[config.mk]
export PLATFORM = sky130hd
export DESIGN_NAME = display_controller
export DESIGN_NICKNAME = d
export VERILOG_FILES = /design/src/rtl/display_controller.sv
export SDC_FILE = /design/constraint.sdc
export NUM_CORES = 1
export LEC_CHECK = 0
export BUFFER_PORTS_ARGS = -buffer_cell sky130_fd_sc_hd__buf_2
export CAP_MARGIN = 0
export CORE_ASPECT_RATIO = 0.9
export CORE_MARGIN = 5
export CORE_UTILIZATION = 53
export CTS_BUF_LIST = sky130_fd_sc_hd__clkbuf_8
export CTS_CLUSTER_DIAMETER = 40
export CTS_CLUSTER_SIZE = 30
export DETAILED_ROUTE_END_ITERATION = 7
export GPL_TIMING_DRIVEN = 0
export PLACE_DENSITY = 0.81
export SLEW_MARGIN = 15
export SYNTH_ARGS = -nofsm -noshare
export SYNTH_HDL_FRONTEND = slang
export SYNTH_SLANG_ARGS = --single-unit
[constraint.sdc]
create_clock -name clk_1khz -period 2.5 [get_ports clk_1khz]
set_input_delay 0.125 -clock clk_1khz [delete_from_list [all_inputs] [get_ports clk_1khz]]
set_output_delay 0.125 -clock clk_1khz [all_outputs]
set_load 0.01 [all_outputs]
[src/rtl/display_controller.sv]
// Rotates P1 label, P1 score, P2 label, P2 score onto one 2-digit display, each for a fixed dwell.
// Outputs are a zero-latency combinational decode of the phase and the live score inputs; there is no backpressure.
module display_controller #(
   parameter int LABEL_CYC = 1000,
   parameter int SCORE_CYC = 3000,
   parameter bit BLANK_LZ  = 1'b1
) (
   input  logic       clk_1khz,
   input  logic       rst_i,
   input  logic [3:0] p1_tens_i,
   input  logic [3:0] p1_ones_i,
   input  logic [3:0] p2_tens_i,
   input  logic [3:0] p2_ones_i,
   output logic [3:0] tens_o,
   output logic [3:0] ones_o
);

   localparam int MAX_CYC = (LABEL_CYC > SCORE_CYC) ? LABEL_CYC : SCORE_CYC;
   localparam int CW0     = $clog2(MAX_CYC + 1);
   localparam int CW      = (CW0 < 12) ? 12 : CW0;

   localparam logic [3:0] D_BLANK = 4'hA;
   localparam logic [3:0] D_P     = 4'hB;
   localparam logic [3:0] D_ERR   = 4'hF;

   typedef enum logic [1:0] {P1_LBL, P1_SCR, P2_LBL, P2_SCR} phase_t;

   phase_t        phase, phase_nxt;
   logic [CW-1:0] cnt, cnt_nxt, dwell_last;

   function automatic logic [3:0] score_tens(input logic [3:0] d);
      if (d > 4'd9)
         return D_ERR;
      if (BLANK_LZ && d == 4'd0)
         return D_BLANK;
      return d;
   endfunction

   function automatic logic [3:0] score_ones(input logic [3:0] d);
      return (d > 4'd9) ? D_ERR : d;
   endfunction

   always_ff @(posedge clk_1khz or posedge rst_i) begin
      if (rst_i) begin
         phase <= P1_LBL;
         cnt   <= '0;
      end else begin
         phase <= phase_nxt;
         cnt   <= cnt_nxt;
      end
   end

   always_comb begin
      phase_nxt  = phase;
      cnt_nxt    = cnt + CW'(1);
      dwell_last = (phase == P1_LBL || phase == P2_LBL) ? CW'(LABEL_CYC - 1)
                                                        : CW'(SCORE_CYC - 1);
      if (cnt == dwell_last) begin
         cnt_nxt = '0;
         unique case (phase)
            P1_LBL:  phase_nxt = P1_SCR;
            P1_SCR:  phase_nxt = P2_LBL;
            P2_LBL:  phase_nxt = P2_SCR;
            default: phase_nxt = P1_LBL;
         endcase
      end

      // Score inputs go straight through so a mid-phase change shows the same cycle.
      tens_o = D_P;
      ones_o = 4'h1;
      unique case (phase)
         P1_LBL: begin
            tens_o = D_P;
            ones_o = 4'h1;
         end
         P1_SCR: begin
            tens_o = score_tens(p1_tens_i);
            ones_o = score_ones(p1_ones_i);
         end
         P2_LBL: begin
            tens_o = D_P;
            ones_o = 4'h2;
         end
         default: begin
            tens_o = score_tens(p2_tens_i);
            ones_o = score_ones(p2_ones_i);
         end
      endcase
   end

endmodule

== After elaboration in Yosys (flattened, before gate mapping) ==
Index checks and enable logic that the tools add are counted.

* Add/subtract/negate cells: 1
* $mul: 0
* Div/mod/pow operators: 0
* Magnitude comparators: 4
* Eq/ne operators: 3
* Shifts and indexed selects: 0
* Multiplexer cells: 25
* Bitwise logic cells: 0
* Reduce and logical (&&, ||, !) cells: 6

{| class="wikitable"
|+ Operators with widths
! cell !! number
|-
| $mux 4 || 10
|-
| $mux 12 || 2
|-
| $gt 4x4->1 const B || 4
|-
| $add 12x1->12 const B || 1
|-
| $eq 12x12->1 || 1
|-
| $pmux 4 s3 || 1
|-
| $mux 1 || 10
|-
| $logic_not 4->1 || 2
|-
| $pmux 4 s2 || 1
|-
| $pmux 2 s3 || 1
|-
| $reduce_or 3->1 || 1
|-
| $eq 2x1->1 const B || 1
|-
| $eq 2x2->1 const B || 1
|-
| $logic_not 2->1 || 1
|-
| $reduce_or 2->1 || 1
|-
| $logic_or 1x1->1 || 1
|}

* Register bits: 14
* Bits in latches: 0
* Bits in writable memories: 0
* ROM bits: 0
* Input port bits: 18
* Output and inout bits: 8
* Logic and storage cells: 41
* Memories kept: 0

== Logic depth before layout (Yosys ltp) ==
* Depth after elaboration: 8
* Gate-level depth with buffers: 6
* Gate-level depth less buffers: 5

== Worst setup path before layout ==
Ideal clock, no wire load.

* Path kind: register to register
* Start point: reg phase[0]
* End point: reg phase[1]
* Setup time: 0.128 ns
* Data arrival time: 1.801 ns
* Required time: 2.372 ns
* Path slack: 0.571 ns
* Cell stages (with the launch flop): 6
* Path buffers: 0
* Period minus slack after synthesis: 1.929 ns
* Cell sequence: dfrtp_1 -> inv_1 -> ha_1 -> or4_4 -> a211oi_2 -> mux2_1

* Longest elaborated chain between the ends: 4
* Elaborated cells between the ends (all ways): 7
* Those cells by class: eq/ne: 3; mux: 2; reduce/logical: 2

{| class="wikitable"
|+ RTL lines
! item !! RTL line !! RTL
|-
| start, declared || 28 || <nowiki>phase_t phase, phase_nxt;</nowiki>
|-
| start signal, assigned || 48 || <nowiki>phase <= phase_nxt;</nowiki>
|-
| $eq 2x2->1 or $logic_not 2->1 (tied branches) || 56, 60 ||
|-
| $logic_or 1x1->1 || 56 || <nowiki>dwell_last = (phase == P1_LBL || phase == P2_LBL) ? CW'(LABEL_CYC - 1)</nowiki>
|-
| $mux 12 || 56 ||
|-
| $eq 12x12->1 || 58 || <nowiki>if (cnt == dwell_last) begin</nowiki>
|}

Several ways; a longest one is shown, not always the timed one.
A chain may end at the register's enable or synchronous reset.

== Worst setup path in the final report ==
Same ends and word-level chain as after synthesis.

==> metrics <==
Worst EP required 2.63 ns; top fanout value on the critical path 4; share of the yosys chip area belonging to registers 37.43%; maximum number of pins on one net before global-route repair 15; number of antenna violations at the first check in global routing 0; router iterations before antenna repair 4; number of nets in the layout 159; worst slew pin tran 0.5342 ns; Final ANT Viol Nets 0; post-CTS clock slew at the launch and capture registers of the worst setup and hold paths 0.06 ns; Total Die Area 2707 sq um; classification of the worst-slack hold path primary input to async pin; critical path startpoint category register; top area cells in the synthesized netlist dfrtp_1 37%, xor2_1 7.5%, ha_1 6.7%, nor2_1 5.6%, nand3_1 3.7%; leak pwr 0.0005318 uW; library cell with the largest summed area after synthesis dfrtp_1; Ys Warns 0; final design area excluding fillers 1156 sq um; highest achievable clock rate 478.1 MHz; placer congestion estimate 0.7709; Max-Slew Margin vs Limit 64.35%; Area after DPL 1091 sq um; setup repair after global routing missed its margin false; number of DRC violations after detailed-routing iteration 0 13; die extent in y 49.87 microns; global route overflow 0; clock tree from TritonCTS yes; cells along the critical path inv_1 > ha_1 > or4_4 > a211oi_2 > mux2_1; # setup viols final 0; overall power 484.2 uW; portion of synthesized cell area occupied by the leading cell type 37.43%; number of remaining DRC errors 0; number of cells produced by synthesis 105; top cell types by occurrence after synthesis 14 x dfrtp_1, 14 x nor2_1, 8 x xor2_1; arrival time at the worst endpoint 2.22 ns; cell row count 14; number of vias per cell after detailed routing 5.453; post-layout min period 2.092 ns; HPWL Detailed 1.670 mm; outcome finished clean; count of placed standard cells in the final layout, fillers left out 159; number of synthesized flops with an enable pin 0; PD cells 418.8 nW/um^2; buffering stage count on the worst path with inverters included 1; Slowest Stage Delay on Critical Path 0.54 ns; share of layout cells above drive strength 1 25.19%; max cap viols 0; fin worst setup slack 0.4083 ns; Horiz. Die Dim 54.30 microns; Area growth, synth to finish 23.53%; Max H-tree Level 1; Post-CTS Resized 0; mean routed wirelength per cell 13.09 microns; crit share post-route 83.67%; effective utilization at floorplan 55.65%; category of the worst setup path capture point register; placed cells 154; Syn Std Cell Area 935.9 sq um; final-layout setup total negative slack 0 ns; Sequential cell area 350.3 sq um; predominant post-synthesis flop cell dfrtp_1; # fillers 135; number of antenna diodes 0; Root Driver clkbuf_8; Place WS 0.4205 ns; gr usage total 17.75%; clock buffers created by TritonCTS 3; IO Count 26; post-synthesis cell type count 32; standard cell with the maximum stage delay on the critical path or4_4; number of cells on the critical path 5; number of clock sinks 14; footprint of the multi-input gates 544.3 sq um; VDD IR max 0.4782 mV; clock insertion delay at the later pin of the skew report 0.25 ns; routed vias 867; maximum count of clock buffers along a single path 2; Async SR Flop Fraction 100.0%; syn nets 128; number of hold violations in the final report 0; vias in the first global route 815; Post-Route Skew 0.002025 ns; core region area 1682 sq um; Worst Path Class, Setup register to register; input/output buffers 25; number of cells traversed by the worst register-to-register path 5; detailed-route wire length 2.082 mm; number of flip-flops and latches in the synthesized netlist 14; Post-Syn Area per Cell 8.913 sq um; final count of pins violating max slew 0; first-pass GRT wire length 3.539 mm; family of cells with the greatest summed delay on the critical path simple AND/OR/NAND/NOR gates
[worst min-delay path: stages]
cell and delay, ns:
dlygate4sd3_1 0.53, buf_2 0.12, inv_1 0.39
[logic make-up (layout without fill, tap and decap cells)]
group           after synthesis  in the layout  synth area share, %
simple gates                 39             39                20.99
compound gates               27             27                18.85
flops                        14             14                37.43
xor+xnor                     10             10                9.359
buf+inv                       8             38                4.412
fa+ha+maj                     5              5                6.684
mux                           2              2                2.273
[final cells by class]
cell class | count | share of cell area (%)
Buffer | 3 | 1.948
Clock buffer | 4 | 4.762
Inverter | 5 | 1.623
Multi-Input combinational cell | 83 | 47.08
Sequential cell | 14 | 30.30
Tap cell | 24 | 2.597
Timing Repair Buffer | 26 | 11.69
[through the flow]
| stage | util [%] | hold slack, ns |
|---|---|---|
| finish | 68.75 | 0.4619 |
| floorplan | - | 0.01422 |
| detailed placement | 64.88 | 0.1963 |
| global placement | 64.88 | 0.1817 |
| CTS | 68.75 | 0.4777 |
| global route | 68.75 | 0.5101 |
[per-layer routing]
metal	GRT usage, %	vias up	wire length, microns
met1	23.22	420	936
met4	1.245	0	0
met5	0	-	0
met3	6.325	0	91
li1	-	434	-
met2	28.88	13	1054
[path summary, 6_finish.rpt]
check | end | from | slack [ns]
max reg2reg | phase[1]$_DFFE_PP0N_ | phase[0]$_DFFE_PP0N_ | 0.41
min in group clk_1khz | cnt[0]$_DFF_PP0_ | cnt[0]$_DFF_PP0_ | 0.48
min reg2reg | cnt[0]$_DFF_PP0_ | cnt[0]$_DFF_PP0_ | 0.48
min | phase[0]$_DFFE_PP0N_ | rst_i | 0.46
max | phase[1]$_DFFE_PP0N_ | phase[0]$_DFFE_PP0N_ | 0.41
max in group asynchronous | cnt[5]$_DFF_PP0_ | rst_i | 1.68
[cells in the final DEF (no fill, tap or decap), drive strengths merged, types with 2 or more instances in the layout]
cell type / n
xor2: 8
a21oi: 6
and4: 2
clkbuf: 5
xnor2: 2
nor2b: 2
o22ai: 2
nand4: 2
dfrtp: 14
a211oi: 4
o21a: 3
o21ai: 7
nor3: 4
nor2: 14
nand2: 5
buf: 27
nand3: 7
ha: 5
inv: 5
[flip-flops by register name, indices dropped and copies added (netlist names)]
name / count
phase: 2
cnt: 12
[power by group]
part,total (uW),switching [uW],internal (uW)
combinational,37.8,20.9,16.9
sequential,227,0,227
clock,220,80.1,140
total,484,101,383
[what timing repair did]
action	in CTS	in global routing
hold buffers	1	0
setup buffers	0	0
endpoints found under the hold margin	14	0
Note: power is estimated with default switching activity, not from simulation.
